===== src/rtl/serial_subtractor.sv =====
// Bit-serial subtractor: result = r1 - r2 - bi, one bit per clock through a single
// full-subtractor cell with a borrow flip-flop, wrapped in a start/done handshake.
module serial_subtractor #(
  parameter int WIDTH = 4
) (
  input  logic             clk,
  input  logic             rst_n,
  input  logic             start,
  input  logic [WIDTH-1:0] r1,
  input  logic [WIDTH-1:0] r2,
  input  logic             bi,
  output logic             busy,
  output logic             done,
  output logic [WIDTH-1:0] result,
  output logic             borrow,
  output logic             overflow,
  output logic             zero
);

  // state   | meaning
  // S_IDLE  | waiting for start; operands captured on the accepting edge
  // S_SHIFT | one difference bit per edge, LSB first
  // S_DONE  | single-cycle done pulse, results valid
  typedef enum logic [1:0] {S_IDLE, S_SHIFT, S_DONE} state_t;

  localparam int CW = (WIDTH > 1) ? $clog2(WIDTH) : 1;

  state_t           state_q, state_d;
  logic [WIDTH-1:0] a_q, a_d, b_q, b_d, diff_q, diff_d;
  logic             br_q, br_d;
  logic [CW-1:0]    cnt_q, cnt_d;
  logic [WIDTH-1:0] result_q, result_d;
  logic             borrow_q, borrow_d, overflow_q, overflow_d, zero_q, zero_d;

  logic             a0, b0, d_bit, br_nxt, last;
  logic [WIDTH-1:0] diff_shift;

  assign a0         = a_q[0];
  assign b0         = b_q[0];
  assign d_bit      = a0 ^ b0 ^ br_q;
  assign br_nxt     = (~a0 & b0) | (~(a0 ^ b0) & br_q);
  assign diff_shift = {d_bit, diff_q[WIDTH-1:1]};
  assign last       = (cnt_q == CW'(WIDTH - 1));

  always_ff @(posedge clk or negedge rst_n) begin
    if (!rst_n) state_q <= S_IDLE;
    else        state_q <= state_d;
  end

  always_comb begin
    state_d = state_q;
    case (state_q)
      S_IDLE:  if (start) state_d = S_SHIFT;
      S_SHIFT: if (last)  state_d = S_DONE;
      S_DONE:             state_d = S_IDLE;
      default:            state_d = S_IDLE;
    endcase
  end

  always_comb begin
    busy = (state_q == S_SHIFT) || (state_q == S_DONE);
    done = (state_q == S_DONE);
  end

  always_comb begin
    a_d        = a_q;
    b_d        = b_q;
    br_d       = br_q;
    diff_d     = diff_q;
    cnt_d      = cnt_q;
    result_d   = result_q;
    borrow_d   = borrow_q;
    overflow_d = overflow_q;
    zero_d     = zero_q;
    case (state_q)
      S_IDLE: begin
        if (start) begin
          a_d    = r1;
          b_d    = r2;
          br_d   = bi;
          diff_d = '0;
          cnt_d  = '0;
        end
      end
      S_SHIFT: begin
        a_d    = a_q >> 1;
        b_d    = b_q >> 1;
        br_d   = br_nxt;
        diff_d = diff_shift;
        cnt_d  = cnt_q + CW'(1);
        if (last) begin
          // br_q here is the borrow into the MSB cell
          result_d   = diff_shift;
          borrow_d   = br_nxt;
          overflow_d = br_q ^ br_nxt;
          zero_d     = (diff_shift == '0);
        end
      end
      default: ;
    endcase
  end

  always_ff @(posedge clk or negedge rst_n) begin
    if (!rst_n) begin
      a_q        <= '0;
      b_q        <= '0;
      br_q       <= 1'b0;
      diff_q     <= '0;
      cnt_q      <= '0;
      result_q   <= '0;
      borrow_q   <= 1'b0;
      overflow_q <= 1'b0;
      zero_q     <= 1'b0;
    end else begin
      a_q        <= a_d;
      b_q        <= b_d;
      br_q       <= br_d;
      diff_q     <= diff_d;
      cnt_q      <= cnt_d;
      result_q   <= result_d;
      borrow_q   <= borrow_d;
      overflow_q <= overflow_d;
      zero_q     <= zero_d;
    end
  end

  assign result   = result_q;
  assign borrow   = borrow_q;
  assign overflow = overflow_q;
  assign zero     = zero_q;

endmodule


===== config.mk =====
export PLATFORM = sky130hd
export DESIGN_NAME = serial_subtractor
export DESIGN_NICKNAME = d
export VERILOG_FILES = /design/src/rtl/serial_subtractor.sv
export SDC_FILE = /design/constraint.sdc
export NUM_CORES = 1
export LEC_CHECK = 0
export CORE_ASPECT_RATIO = 0.75
export CORE_MARGIN = 8
export CORE_UTILIZATION = 53
export CTS_CLUSTER_SIZE = 16
export DETAILED_ROUTE_END_ITERATION = 12
export GPL_ROUTABILITY_DRIVEN = 0
export MAX_ROUTING_LAYER = met4
export PLACE_DENSITY = 0.83
export SLEW_MARGIN = 10
export SYNTH_ARGS = -nofsm -noshare
export SYNTH_HDL_FRONTEND = slang
export SYNTH_SLANG_ARGS = --single-unit
export TNS_END_PERCENT = 20

===== constraint.sdc =====
create_clock -name clk -period 3.3 [get_ports clk]
set_input_delay 0.495 -clock clk [delete_from_list [all_inputs] [get_ports clk]]
set_output_delay 0.495 -clock clk [all_outputs]
set_load 0.02 [all_outputs]

==> insert_results.sql <==
INSERT INTO impl_metrics (metric_group, metric, value, unit) VALUES
('global_route', 'grt_start_max_net_pins', '24', ''),
('finish', 'insertedDiodeCount', '0', ''),
('yosys', 'synth-seq-area-share', '0.5444', ''),
('placement', 'detailed_place.area', '1254', 'um2'),
('run_status', 'run_status', 'finished clean', ''),
('timing', 'finalHoldViolCount', '0', ''),
('clock_tree', 'h-tree-depth', '1', ''),
('placement', 'dp_cells', '132', ''),
('critical_path', 'launching_element_type_of_the_critical_path', 'flip-flop', ''),
('global_route', 'grt_pass1_wl', '2849', 'um'),
('timing', 'worst_hold_slack', '0.4916', 'ns'),
('timing', 'fin_crit', '2.135', 'ns'),
('clock_tree', 'post_cts_buffers', '0', ''),
('yosys', 'synthDominantAreaCellType', 'sky130_fd_sc_hd__dfrtp_1', ''),
('timing', 'finClkSkew', '0.005638', 'ns'),
('yosys', 'postSynthAreaPerCell', '11.62', 'um2'),
('global_route', 'first_global_vias', '666', ''),
('placement', 'port-buffer-count', '20', ''),
('power_and_ir_drop', 'power-per-cell-area', '999.2', 'nW/um2'),
('yosys', 'yosysTopAreaCellShare', '0.5444', ''),
('floorplanning', 'placementRows', '14', ''),
('yosys', 'synth_cells', '91', ''),
('placement', 'pre_cts_slack', '1.183', 'ns'),
('timing', 'timing.slew.headroom', '0.3500', ''),
('route', 'vias_per_cell', '5.199', ''),
('floorplanning', 'io_pins', '21', ''),
('floorplanning', 'die_height', '54.68', 'um'),
('finish', 'layout-area-overhead-vs-synth', '21.18', '%'),
('yosys', 'ys_dominant_reg_cell', 'sky130_fd_sc_hd__dfrtp_1', ''),
('floorplanning', 'fp.coreArea', '1944', 'um2'),
('finish', 'postLayoutCoreUtil', '0.6589', ''),
('critical_path', 'cp_max_fo', '3', ''),
('power_and_ir_drop', 'peakVddDrop', '0.0006052', 'V'),
('critical_path', 'timing.critical_path.slowest_stage_cell', 'sky130_fd_sc_hd__clkdlybuf4s50_1', ''),
('yosys', 'synth_warnings', '0', ''),
('critical_path', 'path_delay_family', 'buffers and inverters', ''),
('route', 'totalWireLength', '1703', 'um'),
('clock_tree', 'numClockSinks', '23', ''),
('finish', 'post-route-cell-area', '1281', 'um2'),
('finish', 'drive_gt1_frac', '0.09821', ''),
('yosys', 'yosys_register_bits', '23', ''),
('timing', 'totalNegativeSetupSlack', '0', 'ns'),
('timing', 'slew_violations', '0', ''),
('critical_path', 'critical_path.endpoint_type', 'output pin', ''),
('critical_path', 'timing.critical_path.slowest_cell_delay', '0.59', 'ns'),
('yosys', 'mappedNetlistArea', '1057', 'um2'),
('clock_tree', 'ctsResizeCount', '0', ''),
('flow_run', 'cap_violations', '0', ''),
('floorplanning', 'dieArea', '3695', 'um2'),
('yosys', 'synth.distinct_cells', '19', ''),
('critical_path', 'timing.setup.critical_path_class', 'flip-flop to output pin', ''),
('clock_tree', 'clkTransAtPathRegs', '0.11', 'ns'),
('floorplanning', 'floorplan.initialDensity', '0.5438', ''),
('critical_path', 'critical_path_rt', '2.80', 'ns'),
('critical_path', 'worstPathCellList', 'inv_1 -> ha_1 -> clkdlybuf4s50_1', ''),
('route', 'drt_pass1_iterations', '3', ''),
('worst_hold_path', 'holdCritPathClass', 'flip-flop to flip-flop', ''),
('finish', 'instances_no_fill', '136', ''),
('route', 'dr_total_vias', '707', ''),
('timing', 'timing.final.crit_share', '0.6471', ''),
('critical_path', 'critical_path.n_buffers_inverters', '2', ''),
('global_route', 'antenna_found_initial', '0', ''),
('timing', 'postLayoutSetupSlackWorst', '1.165', 'ns'),
('finish', 'filler_cell_count', '162', ''),
('timing', 'tightestPinTransition', '0.9561', 'ns'),
('yosys', 'synth.most_common_cell', 'sky130_fd_sc_hd__dfrtp_1', ''),
('yosys', 'synth_edf_count', '0', ''),
('placement', 'dp_hpwl', '1325', 'um'),
('finish', 'nets', '130', ''),
('yosys', 'postSynth.asyncResetShare', '1.000', ''),
('yosys', 'ys_top_cells_by_count', 'sky130_fd_sc_hd__dfrtp_1 (23), sky130_fd_sc_hd__nand2_1 (14), sky130_fd_sc_hd__o21ai_0 (10), sky130_fd_sc_hd__inv_1 (6), sky130_fd_sc_hd__mux2i_1 (6)', '');
==> final timing paths <==
check,from,cells after the start,slack [ns],to
worst min-delay path,a_q[3],2,0.49,a_q[3]
min in group asynchronous,rst_n,1,0.71,result[0]
max in group asynchronous,rst_n,1,1.99,b_q[1]
worst max register to register,state_q[1],4,1.23,b_q[2]
worst max-delay path,state_q[0],3,1.16,busy
worst min register to register,a_q[3],2,0.49,a_q[3]
==> layout make-up <==
cell class,count,area [um2],area share
clock buffers,3,22.52,0.01758
flip-flops and latches,23,575.6,0.4492
well taps,24,30.03,0.02344
inverters,6,22.52,0.01758
repair buffers,20,200.2,0.1562
clock inverters,1,5.005,0.003906
multi-input cells,59,425.4,0.3320
==> registers in the layout (all words and copies together) (netlist names) <==
signal / flops
result: 4
cnt_q: 2
b_q: 4
br_q: 1
a_q: 4
diff_q: 3
borrow: 1
zero: 1
overflow: 1
state_q: 2
==> cells in the final DEF, fill, tap and decap left out <==
cell type	instances
sky130_fd_sc_hd__and2_1	1
sky130_fd_sc_hd__ha_1	4
sky130_fd_sc_hd__clkdlybuf4s50_1	20
sky130_fd_sc_hd__or4_1	1
sky130_fd_sc_hd__mux2i_2	1
sky130_fd_sc_hd__mux2i_1	6
sky130_fd_sc_hd__nand2b_1	2
sky130_fd_sc_hd__o21ai_1	2
sky130_fd_sc_hd__clkinv_2	1
sky130_fd_sc_hd__mux2_2	5
sky130_fd_sc_hd__nor2b_1	1
sky130_fd_sc_hd__nand2_1	14
sky130_fd_sc_hd__a22o_1	4
sky130_fd_sc_hd__inv_1	6
sky130_fd_sc_hd__clkbuf_4	3
sky130_fd_sc_hd__nand2_4	1
sky130_fd_sc_hd__o21ai_0	10
sky130_fd_sc_hd__dfrtp_1	23
sky130_fd_sc_hd__fa_1	1
sky130_fd_sc_hd__a21oi_1	5
sky130_fd_sc_hd__xor2_1	1
==> power breakdown <==
part | internal [mW] | leakage [nW] | switching [mW]
clock | 0.0452 | 0.0177 | 0.0784
sequential | 0.415 | 0.294 | 0.0783
combinational | 0.313 | 0.288 | 0.350
total | 0.773 | 0.600 | 0.507
==> layer usage <==
layer  vias up  GRT usage  share of wire
met4         0    0.02076         0.0041
met3         2    0.05317          0.089
met5         -          -              0
li1        351          -              -
met2        19     0.1633           0.43
met1       335     0.1230           0.47
==> cell families (layout without fill, tap and decap cells) <==
kind of cell | after synthesis | count (layout) | share of synthesized area
compound gates | 21 | 21 | 0.1136
xor+xnor | 1 | 1 | 0.008286
fa+ha+maj | 5 | 5 | 0.06627
buf+inv | 9 | 30 | 0.05325
flops | 23 | 23 | 0.5444
mux | 12 | 12 | 0.1231
simple gates | 20 | 20 | 0.09113
==> worst min-delay path, cell delays in order, from the launching register on <==
cell and delay, ns:
sky130_fd_sc_hd__dfrtp_1 0.36, sky130_fd_sc_hd__nand2_1 0.04, sky130_fd_sc_hd__o21ai_0 0.06
(Power assumes the default switching activity.)
